`config.mk`:
```
export PLATFORM = sky130hd
export DESIGN_NAME = fp_divide_iter
export DESIGN_NICKNAME = d
export VERILOG_FILES = /design/src/rtl/fp_div_pkg.sv /design/src/rtl/fp_div_core.sv /design/src/rtl/fp_divide_iter.sv
export SDC_FILE = /design/constraint.sdc
export NUM_CORES = 1
export LEC_CHECK = 0
export CAP_MARGIN = 10
export CORE_AREA = 2 2 199 201
export CTS_CLUSTER_DIAMETER = 120
export CTS_CLUSTER_SIZE = 8
export DETAILED_ROUTE_END_ITERATION = 8
export DIE_AREA = 0 0 201 203
export HOLD_SLACK_MARGIN = 0.12
export PLACE_DENSITY = 0.75
export SKIP_LAST_GASP = 1
export SYNTH_ARGS = -nofsm -noshare
export SYNTH_HDL_FRONTEND = slang
export SYNTH_SLANG_ARGS = --single-unit
```
`constraint.sdc`:
```
create_clock -name clk -period 7.9 [get_ports clk]
set_input_delay 0.79 -clock clk [delete_from_list [all_inputs] [get_ports clk]]
set_output_delay 0.79 -clock clk [all_outputs]
set_load 0.03 [all_outputs]
```
`src/rtl/fp_div_pkg.sv`:
```
// Shared definitions for the iterative floating-point divider.
// Holds the rounding-mode and state encodings, the exception-flag and
// operand-class structs, the canonical quiet-NaN pieces, and the
// operand classifier used when the divider decodes its operands.
package fp_div_pkg;

  typedef enum logic [1:0] {
    RM_RNE = 2'd0,
    RM_RTZ = 2'd1,
    RM_RDN = 2'd2,
    RM_RUP = 2'd3
  } rm_t;

  // Divider FSM state encodings.
  typedef logic [2:0] state_t;
  localparam state_t ST_IDLE  = 3'd0;
  localparam state_t ST_PREP  = 3'd1;
  localparam state_t ST_ITER  = 3'd2;
  localparam state_t ST_ROUND = 3'd3;
  localparam state_t ST_RESP  = 3'd4;

  typedef struct packed {
    logic invalid;
    logic divbyzero;
    logic overflow;
    logic underflow;
    logic inexact;
  } fp_flags_t;

  typedef struct packed {
    logic zero;
    logic inf;
    logic nan;
    logic snan;
    logic denorm;
  } fp_class_t;

  // Canonical qNaN: sign 0, exponent all ones, only the fraction MSB set.
  localparam logic QNAN_SIGN     = 1'b0;
  localparam logic QNAN_FRAC_MSB = 1'b1;

  // Encodings 4-7 are not defined and fall back to round-to-nearest-even.
  function automatic rm_t rm_decode(input logic [2:0] rm);
    case (rm)
      3'd1:    return RM_RTZ;
      3'd2:    return RM_RDN;
      3'd3:    return RM_RUP;
      default: return RM_RNE;
    endcase
  endfunction

  function automatic fp_class_t fp_classify(input logic exp_ones, input logic exp_zero,
                                            input logic frac_zero, input logic frac_msb);
    fp_class_t c;
    c.zero   = exp_zero & frac_zero;
    c.denorm = exp_zero & ~frac_zero;
    c.inf    = exp_ones & frac_zero;
    c.nan    = exp_ones & ~frac_zero;
    c.snan   = exp_ones & ~frac_zero & ~frac_msb;
    return c;
  endfunction

endpackage

```
`src/rtl/fp_div_core.sv`:
```
// Restoring mantissa divider retiring QB quotient bits per enabled cycle.
// Ports:
//   clk, rst (sync, active-high), ce (clock enable)
//   ld        - load dividend/divisor and start N iterations
//   dividend  - WD-bit normalised mantissa (MSB set)
//   divisor   - WD-bit normalised mantissa (MSB set)
//   q         - QN-bit quotient, MSB has weight 2^0
//   rem       - partial remainder after the last step (nonzero => inexact)
//   done      - high during the final iteration; q/rem are final after that edge
module fp_div_core #(
  parameter int WD = 37,
  parameter int N  = 39,
  parameter int QB = 1,
  parameter int QN = 39
) (
  input  logic          clk,
  input  logic          rst,
  input  logic          ce,
  input  logic          ld,
  input  logic [WD-1:0] dividend,
  input  logic [WD-1:0] divisor,
  output logic [QN-1:0] q,
  output logic [WD:0]   rem,
  output logic          done
);

  localparam int CW = $clog2(N + 1);
  localparam logic [CW-1:0] CNT_ONE  = CW'(1);
  localparam logic [CW-1:0] CNT_LOAD = CW'(N);

  logic [WD-1:0] dsr;
  logic [WD:0]   rem_nx;
  logic [QN-1:0] q_nx;
  logic [CW-1:0] cnt;

  // QB restoring steps: the remainder always stays below twice the divisor,
  // so one extra bit of headroom is enough.
  always_comb begin
    rem_nx = rem;
    q_nx   = q;
    for (int i = 0; i < QB; i++) begin
      if (rem_nx >= {1'b0, dsr}) begin
        q_nx   = {q_nx[QN-2:0], 1'b1};
        rem_nx = (rem_nx - {1'b0, dsr}) << 1;
      end else begin
        q_nx   = {q_nx[QN-2:0], 1'b0};
        rem_nx = rem_nx << 1;
      end
    end
  end

  // Operand load and iteration counter.
  always_ff @(posedge clk) begin
    if (rst) begin
      rem <= {(WD+1){1'b0}};
      dsr <= {WD{1'b0}};
      q   <= {QN{1'b0}};
      cnt <= {CW{1'b0}};
    end else if (ce) begin
      if (ld) begin
        rem <= {1'b0, dividend};
        dsr <= divisor;
        q   <= {QN{1'b0}};
        cnt <= CNT_LOAD;
      end else if (cnt != {CW{1'b0}}) begin
        rem <= rem_nx;
        q   <= q_nx;
        cnt <= cnt - CNT_ONE;
      end else begin
        rem <= rem;
        q   <= q;
        cnt <= cnt;
      end
    end else begin
      rem <= rem;
      q   <= q;
      cnt <= cnt;
    end
  end

  assign done = (cnt == CNT_ONE);

endmodule

```
`src/rtl/fp_divide_iter.sv`:
```
// Iterative IEEE-754-style divider with flush-to-zero denormals, four
// rounding modes and full exception flags; one operation in flight.
// Ports:
//   clk, rst (sync, active-high), ce (clock enable for all state)
//   req_valid/req_ready, a, b, rm - request handshake and operands
//   resp_valid/resp_ready, o, flags - response handshake, result and
//   {invalid, divbyzero, overflow, underflow, inexact}
module fp_divide_iter
  import fp_div_pkg::*;
#(
  parameter int EW = 11,
  parameter int FW = 36,
  parameter int QB = 1
) (
  input  logic             clk,
  input  logic             rst,
  input  logic             ce,
  input  logic             req_valid,
  output logic             req_ready,
  input  logic [EW+FW:0]   a,
  input  logic [EW+FW:0]   b,
  input  logic [2:0]       rm,
  output logic             resp_valid,
  input  logic             resp_ready,
  output logic [EW+FW:0]   o,
  output logic [4:0]       flags
);

  localparam int W  = 1 + EW + FW;
  localparam int Q  = FW + 3;
  localparam int N  = (Q + QB - 1) / QB;
  localparam int QN = N * QB;
  localparam int XW = EW + 2;
  localparam int MW = FW + 1;
  localparam logic signed [XW-1:0] BIAS_X = XW'((1 << (EW - 1)) - 1);
  localparam logic signed [XW-1:0] EMAX_X = XW'((1 << EW) - 1);
  localparam logic signed [XW-1:0] ONE_X  = XW'(1);
  // Quotient bits beyond Q (only when QB does not divide Q) feed sticky.
  localparam logic [QN-1:0] XMASK = QN'((1 << (QN - Q)) - 1);

  state_t                state;
  logic [W-1:0]          a_q, b_q, o_q;
  logic [2:0]            rm_q;
  logic                  sign_q;
  logic signed [XW-1:0]  exp_q;
  fp_flags_t             flags_q;

  logic                  sa, sb, sign;
  logic [EW-1:0]         ea, eb;
  logic [FW-1:0]         fa, fb;
  fp_class_t             ca, cb;
  logic                  za, zb;
  logic signed [XW-1:0]  e_prep;
  logic                  is_special;
  logic [W-1:0]          spec_o, nan_src;
  fp_flags_t             spec_f;

  logic [QN-1:0]         q_all;
  logic [MW:0]           rem;
  logic                  core_done;
  logic                  core_ld;

  logic [Q-1:0]          q_top;
  logic [MW-1:0]         mant;
  logic                  guard, sticky, sticky_x, inc, carry, to_inf;
  logic [MW:0]           rounded;
  logic [FW-1:0]         frac_r;
  logic signed [XW-1:0]  e_n, e_r;
  rm_t                   rm_dec;
  logic [W-1:0]          round_o;
  fp_flags_t             round_f;

  assign {sa, ea, fa} = a_q;
  assign {sb, eb, fb} = b_q;
  assign ca   = fp_classify(&ea, ~|ea, ~|fa, fa[FW-1]);
  assign cb   = fp_classify(&eb, ~|eb, ~|fb, fb[FW-1]);
  assign za   = ca.zero | ca.denorm;
  assign zb   = cb.zero | cb.denorm;
  assign sign = sa ^ sb;
  assign e_prep = $signed({2'b00, ea}) - $signed({2'b00, eb}) + BIAS_X;
  assign rm_dec = rm_decode(rm_q);

  // Special-operand results, highest priority first.
  always_comb begin
    is_special = 1'b1;
    spec_o     = {W{1'b0}};
    spec_f     = fp_flags_t'(5'b0);
    nan_src    = ca.nan ? a_q : b_q;
    if (ca.nan | cb.nan) begin
      spec_o         = nan_src;
      spec_o[FW-1]   = 1'b1;
      spec_f.invalid = ca.nan ? ca.snan : cb.snan;
    end else if ((za & zb) | (ca.inf & cb.inf)) begin
      spec_o         = {QNAN_SIGN, {EW{1'b1}}, QNAN_FRAC_MSB, {(FW-1){1'b0}}};
      spec_f.invalid = 1'b1;
    end else if (zb & ~ca.inf) begin
      spec_o           = {sign, {EW{1'b1}}, {FW{1'b0}}};
      spec_f.divbyzero = 1'b1;
    end else if (ca.inf) begin
      spec_o = {sign, {EW{1'b1}}, {FW{1'b0}}};
    end else if (cb.inf | za) begin
      spec_o = {sign, {(EW+FW){1'b0}}};
    end else begin
      is_special = 1'b0;
    end
  end

  assign core_ld = (state == ST_PREP) & ~is_special;

  fp_div_core #(.WD(MW), .N(N), .QB(QB), .QN(QN)) u_core (
    .clk      (clk),
    .rst      (rst),
    .ce       (ce),
    .ld       (core_ld),
    .dividend ({1'b1, fa}),
    .divisor  ({1'b1, fb}),
    .q        (q_all),
    .rem      (rem),
    .done     (core_done)
  );

  // Normalise, round and range-check the quotient.
  always_comb begin
    q_top    = q_all[QN-1 -: Q];
    sticky_x = (|(q_all & XMASK)) | (|rem);
    if (q_top[Q-1]) begin
      mant   = q_top[Q-1:2];
      guard  = q_top[1];
      sticky = q_top[0] | sticky_x;
      e_n    = exp_q;
    end else begin
      mant   = q_top[Q-2:1];
      guard  = q_top[0];
      sticky = sticky_x;
      e_n    = exp_q - ONE_X;
    end
    case (rm_dec)
      RM_RNE:  inc = guard & (sticky | mant[0]);
      RM_RTZ:  inc = 1'b0;
      RM_RDN:  inc = sign_q & (guard | sticky);
      RM_RUP:  inc = ~sign_q & (guard | sticky);
      default: inc = 1'b0;
    endcase
    rounded = {1'b0, mant} + {{MW{1'b0}}, inc};
    carry   = rounded[MW];
    // On carry-out the fraction is all zeros either way; take it above the
    // hidden bit so the slice tracks the renormalised mantissa.
    frac_r  = carry ? rounded[FW:1] : rounded[FW-1:0];
    e_r     = e_n + $signed({{(XW-1){1'b0}}, carry});
    to_inf  = (rm_dec == RM_RNE) | ((rm_dec == RM_RUP) & ~sign_q) |
              ((rm_dec == RM_RDN) & sign_q);
    round_f = fp_flags_t'(5'b0);
    if (e_r[XW-1] || (e_r == {XW{1'b0}})) begin
      round_o           = {sign_q, {(EW+FW){1'b0}}};
      round_f.underflow = 1'b1;
      round_f.inexact   = 1'b1;
    end else if (e_r >= EMAX_X) begin
      round_o          = to_inf ? {sign_q, {EW{1'b1}}, {FW{1'b0}}}
                                : {sign_q, {(EW-1){1'b1}}, 1'b0, {FW{1'b1}}};
      round_f.overflow = 1'b1;
      round_f.inexact  = 1'b1;
    end else begin
      round_o         = {sign_q, e_r[EW-1:0], frac_r};
      round_f.inexact = guard | sticky;
    end
  end

  // Control FSM with operand, exponent and result registers.
  always_ff @(posedge clk) begin
    if (rst) begin
      state   <= ST_IDLE;
      a_q     <= {W{1'b0}};
      b_q     <= {W{1'b0}};
      rm_q    <= 3'd0;
      sign_q  <= 1'b0;
      exp_q   <= {XW{1'b0}};
      o_q     <= {W{1'b0}};
      flags_q <= fp_flags_t'(5'b0);
    end else if (ce) begin
      case (state)
        ST_IDLE: begin
          if (req_valid) begin
            a_q   <= a;
            b_q   <= b;
            rm_q  <= rm;
            state <= ST_PREP;
          end else begin
            state <= ST_IDLE;
          end
        end
        ST_PREP: begin
          sign_q <= sign;
          exp_q  <= e_prep;
          if (is_special) begin
            o_q     <= spec_o;
            flags_q <= spec_f;
            state   <= ST_RESP;
          end else begin
            state <= ST_ITER;
          end
        end
        ST_ITER: begin
          if (core_done) begin
            state <= ST_ROUND;
          end else begin
            state <= ST_ITER;
          end
        end
        ST_ROUND: begin
          o_q     <= round_o;
          flags_q <= round_f;
          state   <= ST_RESP;
        end
        ST_RESP: begin
          if (resp_ready) begin
            state <= ST_IDLE;
          end else begin
            state <= ST_RESP;
          end
        end
        default: state <= ST_IDLE;
      endcase
    end else begin
      state <= state;
    end
  end

  assign req_ready  = (state == ST_IDLE);
  assign resp_valid = (state == ST_RESP);
  assign o          = o_q;
  assign flags      = flags_q;

endmodule

```
== After elaboration in Yosys (flattened, before gate mapping) ==
Cells that the tools add are included.
Word-level totals
  word-level logic and storage cells: 144
  bits of input ports: 104
  output and inout bits: 55
  register bits after elaboration: 289
Operators by class
  multiplexer cells: 49
  $lt $le $gt $ge: 2
  $add $sub $neg: 7
  bitwise operators: 35
  equality and inequality tests: 12
  reduce and logical (&&, ||, !) cells: 23
Operators with widths (count)
  $mux W48: 7
  $mux W38: 3
  $pmux W48 S2: 1
  $mux W47: 2
  $mux W39: 2
  $mux W37: 2
  $reduce_or A36 Y1: 2
  $add A37 B1 Y38: 1
  $ge A38 B37 Y1: 1
  $reduce_or A38 Y1: 1
  $sub A37 B37 Y37: 1
  $mux W36: 1
  $reduce_and A11 Y1: 2
  $reduce_or A11 Y1: 2
  $mux W1: 21
  $and A1 B1 Y1: 19
  $pmux W3 S5: 1
  $add A12 B11 Y13 const B: 1
  $add A13 B2 Y13: 1
  $ge A13 B12 Y1 const B: 1
  $logic_not A13 Y1: 1
  $mux W13: 1
  $sub A13 B2 Y13 const B: 1
  $eq A3 B2 Y1 const B: 4
  other kinds (25): 49

== Depth between registers and ports, before layout ==
Gate-level depths: netlist of run 1.
  depth after elaboration: 14
  gate-level depth with buffers: 30
  gate-level depth less buffers: 24

== Modules after synthesis ==
Synthesis of run 1 repeated with hierarchy kept, for this count alone.
Unflattened totals
  cells, all modules: 2312
  area, all modules: 17759.5 µm²
By module, submodules not included
  fp_divide_iter: instances 1, cells each 1427, area each 10802.9 µm², sequential area each 3383.2 µm²
  fp_div_core: instances 1, cells each 885, area each 6956.7 µm², sequential area each 2402.3 µm²

== Worst setup path after synthesis of run 1 ==
OpenSTA, ideal clock, no wires.
  kind: flip-flop to flip-flop
  from: reg u_core.q[38]
  to: reg o_q[23], in the netlist o[23]
  path slack: 1454 ps
  period minus slack after synthesis: 6446 ps
  path buffers: 8
  cell stages (with the launch flop): 29
  library setup time: 81 ps
  arrival time: 6366 ps
  data required time: 7819 ps
  cells stage by stage: dfxtp_1 -> buf_6 -> clkbuf_1 -> clkbuf_1 -> clkbuf_1 -> buf_1 -> mux2_2 -> o21ai_0 -> a21oi_1 -> ha_1 -> nand2_1 -> a2111oi_2 -> nand3_1 -> nor4_2 -> nand2_1 -> clkbuf_1 -> inv_1 -> ha_1 -> ha_1 -> o21ai_1 -> or3_1 -> or3_1 -> and2_4 -> a41oi_2 -> nor2_2 -> a2111o_1 -> buf_4 -> buf_6 -> o221ai_2
On the way
  longest elaborated chain between the ends: 10
  elaborated cells between the ends (all ways): 19
  those cells by class: 2 x add/sub; 1 x order compare; 9 x mux; 5 x bitwise; 2 x reduce/logical
Ends and longest elaborated chain
  from (decl): RTL line fp_div_core.sv:22  | output logic [QN-1:0] q,
  from (signal assigned): RTL line fp_div_core.sv:57  | q <= {QN{1'b0}};
  from (signal assigned): RTL line fp_div_core.sv:63  | q <= {QN{1'b0}};
  from (signal assigned): RTL line fp_div_core.sv:67  | q <= q_nx;
  $mux W1 / $mux W37 (equally long branches): RTL line fp_divide_iter.sv:126  | if (q_top[Q-1]) begin
  $or A1 B1 Y1, on equally long branches: RTL line fp_divide_iter.sv:140, fp_divide_iter.sv:141, fp_divide_iter.sv:138
  $and A1 B1 Y1, on equally long branches: RTL line fp_divide_iter.sv:141, fp_divide_iter.sv:138, fp_divide_iter.sv:140
  $pmux W1 S4: RTL line fp_divide_iter.sv:137  | case (rm_dec)
  $add A37 B1 Y38: RTL line fp_divide_iter.sv:144  | rounded = {1'b0, mant} + {{MW{1'b0}}, inc};
  $add A13 B2 Y13: RTL line fp_divide_iter.sv:149  | e_r = e_n + $signed({{(XW-1){1'b0}}, carry});
  $ge A13 B12 Y1 / $logic_not A13 Y1 (equally long branches): RTL line fp_divide_iter.sv:157, fp_divide_iter.sv:153
  $mux W47 / $logic_or A1 B1 Y1 (equally long branches): RTL line fp_divide_iter.sv:157, fp_divide_iter.sv:153
  $mux W47 *: RTL line fp_divide_iter.sv:153  | if (e_r[XW-1] || (e_r == {XW{1'b0}})) begin
  $pmux W48 S2 *: RTL line fp_divide_iter.sv:180  | case (state)
  to (signal assigned): RTL line fp_divide_iter.sv:177  | o_q <= {W{1'b0}};
  to (signal assigned): RTL line fp_divide_iter.sv:195  | o_q <= spec_o;
  to (signal assigned): RTL line fp_divide_iter.sv:210  | o_q <= round_o;
  to (decl): RTL line fp_divide_iter.sv:42  | logic [W-1:0] a_q, b_q, o_q;
Every way passes the cells marked *; elsewhere a longest branch is shown, timed or not.
A chain may end at the register's enable or synchronous reset.

== Worst setup path after layout of run 1 ==
  from: reg rm_q[2]
  to: reg o_q[23], in the netlist o[23]
On the way
  longest elaborated chain between the ends: 10
  elaborated cells between the ends (all ways): 23
  those cells by class: 2 x add/sub; 1 x order compare; 6 x eq/ne; 7 x mux; 4 x bitwise; 3 x reduce/logical
Ends and longest elaborated chain
  from (decl): RTL line fp_divide_iter.sv:43  | logic [2:0] rm_q;
  from (signal assigned): RTL line fp_divide_iter.sv:185  | rm_q <= rm;
  $eq A3 B2 Y1 / $eq A3 B1 Y1 (equally long branches): RTL line fp_div_pkg.sv:44  | case (rm)
  $pmux W2 S3 *: RTL line fp_div_pkg.sv:44
  $eq A2 B2 Y1, or another cell as far along: RTL line fp_divide_iter.sv:137, fp_divide_iter.sv:150
  $pmux W1 S4 / $and A1 B1 Y1 (equally long branches): RTL line fp_divide_iter.sv:137, fp_divide_iter.sv:150
  $add A37 B1 Y38 / $or A1 B1 Y1 (equally long branches): RTL line fp_divide_iter.sv:144, fp_divide_iter.sv:150
  $add A13 B2 Y13 / $or A1 B1 Y1 (equally long branches): RTL line fp_divide_iter.sv:149, fp_divide_iter.sv:150
  $ge A13 B12 Y1, or another cell as far along: RTL line fp_divide_iter.sv:157  | end else if (e_r >= EMAX_X) begin
  $mux W47 / $logic_or A1 B1 Y1 (equally long branches): RTL line fp_divide_iter.sv:157, fp_divide_iter.sv:153
  $mux W47 *: RTL line fp_divide_iter.sv:153
  $pmux W48 S2 *: RTL line fp_divide_iter.sv:180
Marks and branches as above.

==> results of run 1 <==
-- state kept, by name (all words and copies together), names as in the netlist, 6 cells and up --
signal / cells
a_q: 48
b_q: 48
exp_q: 13
o: 48
u_core.cnt: 6
u_core.dsr: 37
u_core.q: 39
u_core.rem: 38
-- placed cells by master (no fill, tap or decap), drive strengths merged, types with 13 or more instances in the layout --
master,netlist,routed
o221ai,39,39
inv,86,86
mux2i,73,73
a21oi,311,311
xnor2,59,59
o31ai,13,13
o21ai,56,56
nand2b,13,13
nor2b,18,18
dfxtp,289,289
a31oi,28,28
a211oi,39,39
clkdlybuf4s50,0,157
nand3,76,76
xor2,30,30
clkbuf,144,43
nor4,49,49
buf,22,20
ha,58,58
or3,13,13
nand4,22,22
nor3,44,44
nor2,166,166
and3,22,22
nand2,463,463
-- metal layers --
metal	up-vias	GRT usage [%]	share of wire (%)
met2	747	40.8	43
met1	8094	36.2	44
met4	0	10.3	4.0
li1	8221	-	-
met3	131	4.99	8.4
met5	-	0	0
-- final cells by class --
type / instances / area [um2] / share of cell area, %
sequential: 289 / 5790 / 28.7
clock buffer: 43 / 1050 / 5.22
clock inverter: 4 / 71.3 / 0.353
timing repair buffer: 177 / 1730 / 8.55
multi-input combinational: 1763 / 10600 / 52.4
tap: 518 / 648 / 3.21
inverter: 86 / 323 / 1.60
-- cells by family after synthesis --
| kind of cell | Yosys count | share of synthesized area (%) |
|---|---|---|
| DFF | 289 | 33.5 |
| buffers and inverters | 252 | 5.80 |
| adders and majority gates | 60 | 4.43 |
| xor gates and xnor gates | 89 | 4.51 |
| AOI/OAI and AO/OA | 598 | 22.6 |
| and+or+nand+nor | 932 | 24.2 |
| muxes | 84 | 4.94 |
-- worst max-delay path: cells and delay by family (launching register included) --
kind                     cells  cell delay [ns]
AND/OR/NAND/NOR             10             2.38
XOR/XNOR                     1             0.11
AO/OA/AOI/OAI                8             2.25
buffers and inverters        2             0.36
flip-flops                   1             0.38
adder cells (fa/ha/maj)      4             0.96
-- through the flow --
| step | std cells | util, % |
|---|---|---|
| after CTS | 2880 | 52.5 |
| final | 2880 | 52.5 |
| after global routing | 2880 | 52.5 |
| after floorplan | 2304 | - |
| after detailed placement | 2833 | 49.6 |
| after global placement | 2833 | 49.6 |
-- worst paths after layout --
| check | from | end | slack, ns | cells past startpoint |
|---|---|---|---|---|
| hold reg to reg | u_core.dsr[16] | u_core.dsr[16] | 0.45 | 2 |
| setup reg to reg | rm_q[2] | o[23] | 1.34 | 25 |
| setup / recovery | rm_q[2] | o[23] | 1.34 | 25 |
| hold / removal | u_core.dsr[16] | u_core.dsr[16] | 0.45 | 2 |
-- where the power goes --
| group | internal, mW | switching (mW) | total, mW |
|---|---|---|---|
| Sequential | 1.59 | 0.158 | 1.75 |
| Combinational | 1.52 | 2.25 | 3.77 |
| Clock | 0.944 | 0.667 | 1.61 |
==> flow_summary.ini, run 1 <==
[outcome]
status = completed

[timing]
finalCriticalPeriod_ns = 6.56
layout_setup_ws_ns = 1.34
finalCritPeriodShare_pct = 83.1
hold_viol = 0
worst_pin_slew_ns = 1.15
finalSetupViolations = 0
holdWs_ns = 0.450
grt_setup_unrepaired = no
skew_ns = 0.0248
fmax_ghz = 0.152
slew_headroom_pct = 23.1
drv_slew = 0
tns_ns = 0

[cells_and_area]
diodes = 0
syn_to_final_growth_pct = 16.8
design_area_mm2 = 0.0202
nNetsFinal = 2523
drive_gt1_share_pct = 5.93
fillers = 3595

[route]
totalWireLength_um = 55000
via_count = 17193
drc_errors = 0
drtIter0Drc = 1490
wl_per_cell_um = 19.1
drtPass1Iterations = 6
avgViaCountPerCell = 5.97
final_antenna_net_count = 0

[global_route]
grt_pass1_vias = 16143
grt_first_pass_wirelength_um = 87600
grt_start_max_net_pins = 101
antenna_found_initial = 0
grtUsageTotal_pct = 26.4
grt_overflow = 0

[floorplan]
coreArea_mm2 = 0.0385
dieWidth_um = 201
die_y_um = 203
io_pins = 159
initial_utilization_pct = 44.9
fp-row-count = 72
die-area_mm2 = 0.0408

[setup_path]
worstPathRequired_ns = 8.34
slowest_delay_ns = 0.73
crit_fanout = 20
critical_path_arrival_ns = 7.01
path_class = register to register
cp-end-kind = register
cp-start-kind = register
slowest_stage = o22ai_2
cpMostUsedCell = ha_1

[clocking]
clockRootBuffer = clkbuf_16
cts.sinks = 289
cts_tree = yes
cts.path.max_buffers = 3
insertion_delay_ns = 0.56
path_clk_slew_ns = 0.05
cts_hold_buf = 0
postCtsSetupBuffers = 0
ctsResizeCount = 0
htreeDepth = 2
cts_buffers = 42

[synthesis]
yosysTopAreaCell = dfxtp_1
ys_warn_count = 0
syn_area_per_cell_um2 = 7.50
synth.area.top_cells = dfxtp_1 (33%), nand2_1 (10%), a21oi_1 (9.0%)
synth_common_cells = nand2_1 (463), a21oi_1 (311), dfxtp_1 (289)
yosysSeqAreaShare_pct = 33.5
synth-async-reset-ratio_pct = 0
ys.flop_type = dfxtp_1
syn_area_mm2 = 0.0173
ys_types = 83
syn_inst = 2304
yosys_register_bits = 289
synth_most_common_cell = nand2_1
synth_edf_count = 0
synth.top_cell.area_share_pct = 33.5
syn_nets = 2468

[placement]
hpwlAfterDp_um = 39300
dpl_cell_area_mm2 = 0.0191
gp_congestion = 0.914
pre_cts_slack_ns = 1.39
port-buffer-count = 158

[pwr]
power_mw = 7.14
p_per_area_mw_per_mm2 = 353
peakVddDrop_mv = 0.394
leakage_nw = 7.35

[min_path]
hp-class = register to register

[run]
maxCapViolCount = 0
No activity file was read; power rests on OpenSTA's default activity.
==> run 2, diff against run 1 <==
- clock period: 7.9 -> 6.2 ns (I/O delays scaled with it)
==> run 2 against run 1 <==
Hold slack better by 0.0048 ns. Fmax is 13% higher. Non-clock buffer count is 8 higher. Worst setup slack worse by 0.93 ns. Largest power group unchanged. Global-route usage is 0.25 points higher. Wire length is 0.93% higher. Final area is 0.53% higher. Clock power is 29% higher. Critical path depth stayed put.
==> flow_summary.ini, run 2 (synthesis gave the netlist of run 1 again) <==
[global_route]
grt_first_pass_wirelength_um = 88200
grt_start_max_net_pins = 104
grt_overflow = 0
grt_pass1_vias = 16449
antenna_found_initial = 1
grtUsageTotal_pct = 26.6

[setup_path]
critical_path_arrival_ns = 6.18
cp-end-kind = register
cpMostUsedCell = ha_1
slowest_stage = buf_4
path_delay_family = simple AND/OR/NAND/NOR gates
crit_fanout = 36
slowest_delay_ns = 0.46
worstPathRequired_ns = 6.59
path_class = register to register
crit_buf_inv = 2
cp-start-kind = register

[placement]
hpwlAfterDp_um = 39900
port-buffer-count = 158
pre_cts_slack_ns = 0.228
dpl_cell_area_mm2 = 0.0191
dp_cells = 2837
gp_congestion = 0.969

[clocking]
cts_buffers = 42
cts_hold_buf = 0
cts_tree = yes
cts.sinks = 289
clockRootBuffer = clkbuf_16
insertion_delay_ns = 0.54
cts.path.max_buffers = 3
htreeDepth = 2
path_clk_slew_ns = 0.05

[floorplan]
die_y_um = 203
coreArea_mm2 = 0.0385
fp-row-count = 72
dieWidth_um = 201
io_pins = 159
die-area_mm2 = 0.0408
initial_utilization_pct = 44.9

[timing]
fmax_ghz = 0.173
worst_pin_slew_ns = 1.20
slew_headroom_pct = 20.0
hold_viol = 0
layout_setup_ws_ns = 0.408
skew_ns = 0.0211
finalCritPeriodShare_pct = 93.4
holdWs_ns = 0.455
finalSetupViolations = 0
finalCriticalPeriod_ns = 5.79
grt_setup_unrepaired = no
drv_slew = 0
tns_ns = 0

[cells_and_area]
design_area_mm2 = 0.0203
nNetsFinal = 2531
utilization_pct = 52.8
final_cell_mix = nand2_1 (463), a21oi_1 (311), dfxtp_1 (288), nor2_1 (163), clkdlybuf4s50_1 (157)
diodes = 0
fin_cells = 2888
final_common_cell = nand2_1
syn_to_final_growth_pct = 17.4
fillers = 3566
drive_gt1_share_pct = 6.33

[route]
via_count = 17375
drtIter0Drc = 1546
avgViaCountPerCell = 6.02
wl_per_cell_um = 19.2
drtPass1Iterations = 6
final_antenna_net_count = 0
drc_errors = 0
totalWireLength_um = 55500

[pwr]
leakage_nw = 7.42
power_mw = 9.17
peakVddDrop_mv = 0.324
p_per_area_mw_per_mm2 = 452

[min_path]
hp-class = register to register

[run]
maxCapViolCount = 0

[outcome]
status = completed
## run 2: changes by cell type in the layout (fill, tap and decap cells not counted), sizes merged
cell	delta
buf	+8
clkbuf	+3
clkinv	-3
## run 2: what timing repair did
| action | CTS | global route |
|---|---|---|
| endpoints found under the setup margin | 0 | 47 |
| hold endpoints to repair | 0 | 0 |
| buffers inserted | 0 | 3 |
| gates resized for setup | 0 | 2 |
## run 2: cell type report
class                           count  area [um2]  area share [%]
Clock buffer                       46        1130            5.57
Clock inverter                      1        8.76          0.0432
Inverter                           86         323            1.59
Multi-Input combinational cell   1763       10600            52.3
Sequential cell                   289        5790            28.5
Tap cell                          518         648            3.19
Timing Repair Buffer              185        1790            8.82
## run 2: worst paths after layout
| path | from | end | slack (ns) | depth (start not counted) |
|---|---|---|---|---|
| min | u_core.dsr[21] | u_core.dsr[21] | 0.46 | 2 |
| max reg2reg | rm_q[2] | o[13] | 0.41 | 25 |
| max | rm_q[2] | o[13] | 0.41 | 25 |
| min reg2reg | u_core.dsr[21] | u_core.dsr[21] | 0.46 | 2 |
## run 2: per-layer routing
metal | wire length (um) | track usage (%)
met1 | 24000 | 35.6
met2 | 24300 | 41.9
met3 | 4560 | 4.41
met4 | 2650 | 12.4
met5 | 0 | 0
## run 2: power by group
| group | internal, mW | switching [mW] | leakage (nW) | total [mW] |
|---|---|---|---|---|
| clock network | 1.26 | 0.812 | 0.560 | 2.07 |
| registers | 2.03 | 0.196 | 2.34 | 2.23 |
| logic | 1.96 | 2.91 | 4.51 | 4.87 |
## run 2: worst reg2reg max path: stages (launching register included)
cell and delay [ns]:
dfxtp_1 0.39, and3b_1 0.20, ha_1 0.28, nor3b_2 0.23, o21ai_0 0.12, a21oi_1 0.17
ha_1 0.21, nand2_1 0.12, a2111oi_4 0.36, nand3_2 0.22, nor4_4 0.38, nand2_1 0.13
inv_1 0.16, ha_1 0.27, ha_1 0.26, nor2b_1 0.07, a31oi_1 0.14, a22o_1 0.16
xnor2_1 0.10, nor4_1 0.28, and3_1 0.20, a41oi_2 0.19, nor2_2 0.15, a2111o_1 0.15
buf_4 0.46, o221ai_1 0.25
==> run 3, diff against run 2 <==
- GPL_ROUTABILITY_DRIVEN: default -> 0
==> run 3 against run 2 <==
Critical path depth is 1 higher. Clock power barely moved. Clock-buffer cell count down 2. Hold slack worse by 0.0049 ns. Global-route usage shrank 0.88 points. Largest cell class unchanged. Clock skew shrank 0.00061 ns. Via count decreased by 0.28%. Highest routed layer unchanged. Fmax is 0.70% higher.
==> flow_summary.ini, run 3 (synthesis gave the netlist of run 1 again) <==
[outcome]
status = completed

[setup_path]
rr_endpoint = o[13]
regToRegSetupSlack_ns = 0.45
crit_fanout = 36
critPathLaunch = rm_q[2]
path_class = register to register
ff2ff_path_depth = 26
critical_path_arrival_ns = 6.14
worstPathRequired_ns = 6.59
cp-end-kind = register
r2r-start = rm_q[2]
cp-start-kind = register

[route]
wl_per_cell_um = 18.8
via_count = 17326
drtPass1Iterations = 7
avgViaCountPerCell = 6.00
drc_errors = 0
totalWireLength_um = 54100
final_antenna_net_count = 0
drtIter0Drc = 1616

[timing]
fmax_ghz = 0.174
slew_headroom_pct = 17.9
drv_slew = 0
skew_ns = 0.0204
finalCritPeriodShare_pct = 92.8
finalCriticalPeriod_ns = 5.75
grt_setup_unrepaired = no
finalSetupViolations = 0
tns_ns = 0
holdWs_ns = 0.450
worst_pin_slew_ns = 1.23
hold_viol = 0
layout_setup_ws_ns = 0.448

[pwr]
peakVddDrop_mv = 0.373
leakage_nw = 7.41
p_per_area_mw_per_mm2 = 449

[cells_and_area]
drive_gt1_share_pct = 6.34
final_common_cell = nand2_1
utilization_pct = 52.7
nNetsFinal = 2528
final_cell_mix = nand2_1 (463), a21oi_1 (311), dfxtp_1 (288), nor2_1 (163), clkdlybuf4s50_1 (157)
syn_to_final_growth_pct = 17.3

[floorplan]
initial_utilization_pct = 44.9
io_pins = 159
coreArea_mm2 = 0.0385
die_y_um = 203
dieWidth_um = 201
die-area_mm2 = 0.0408
fp-row-count = 72

[run]
maxCapViolCount = 0

[clocking]
insertion_delay_ns = 0.54
clockRootBuffer = clkbuf_16
cts.sinks = 289
cts_tree = yes
htreeDepth = 2
cts.path.max_buffers = 3
cts_buffers = 42
path_clk_slew_ns = 0.05

[global_route]
grt_pass1_vias = 16166
antenna_found_initial = 1
grt_overflow = 0
grt_first_pass_wirelength_um = 86300
grt_start_max_net_pins = 102
grtUsageTotal_pct = 25.7

[min_path]
hold_end = u_core.dsr[10]
hp-class = register to register
hold_start = u_core.dsr[10]
min_path_cells = 2

[placement]
hpwlAfterDp_um = 38400
pre_cts_slack_ns = 0.115
port-buffer-count = 158
## run 3: per-stage QoR
stage                     total power [mW]  cells  cell area [um2]
after floorplan                       5.82   2304            17300
after global placement                6.85   2836            19100
after detailed placement              6.95   2836            19100
after CTS                             9.01   2883            20200
after global routing                  9.66   2885            20300
final                                 9.10   2886            20300
## run 3: area by class of cell
type	count	area [um2]
Tap cell	518	648
Fill cell	3557	18200
Clock inverter	3	41.3
Multi-Input combinational cell	1763	10600
Inverter	86	323
Sequential cell	289	5790
Timing Repair Buffer	182	1780
Clock buffer	44	1080
Antenna cell	1	2.50
## run 3: power by group
part | switching [mW] | internal, mW
sequential | 0.200 | 2.03
clock | 0.825 | 1.22
combinational | 2.87 | 1.96
## run 3: critical path, stage by stage, from the launching register on
cell	delay, ns
dfxtp_1	0.39
and3b_1	0.20
ha_1	0.29
nor3b_2	0.27
o21ai_0	0.16
a21oi_1	0.18
ha_1	0.20
nand2_1	0.09
a2111oi_2	0.30
buf_4	0.20
nand3_2	0.14
nor4_4	0.36
nand2_1	0.14
inv_1	0.15
ha_1	0.24
ha_1	0.27
nor2b_1	0.08
a31oi_1	0.14
a22o_1	0.18
xnor2_2	0.09
nor4_1	0.32
and3_1	0.21
a41oi_2	0.18
nor2_2	0.17
a2111o_1	0.20
buf_12	0.25
o221ai_1	0.17
## run 3: layer usage
layer | routed length (um) | up-vias | GRT usage, %
li1 | - | 8243 | -
met5 | 0 | - | 0
met4 | 2050 | 0 | 10.0
met2 | 23900 | 825 | 40.3
met1 | 23800 | 8141 | 35.4
met3 | 4440 | 117 | 4.08
## run 3: worst max path at each step
stage / slack, ns / to / cells past startpoint
4_1_cts: 0.11 / o[13] / 26
6_report: 0.45 / o[13] / 26
3_5_place_dp: 0.12 / o[11] / 26
2_1_floorplan: 0.03 / o[23] / 28
5_1_grt: 0.02 / o[13] / 26
3_3_place_gp: 0.41 / o[11] / 26
## run 3: what timing repair did
action / in CTS / in global routing
endpoints found under the setup margin: 0 / 47
resized for setup: 0 / 9
hold endpoints to repair: 0 / 0
hold buffers: 0 / 0
setup buffers: 0 / 1
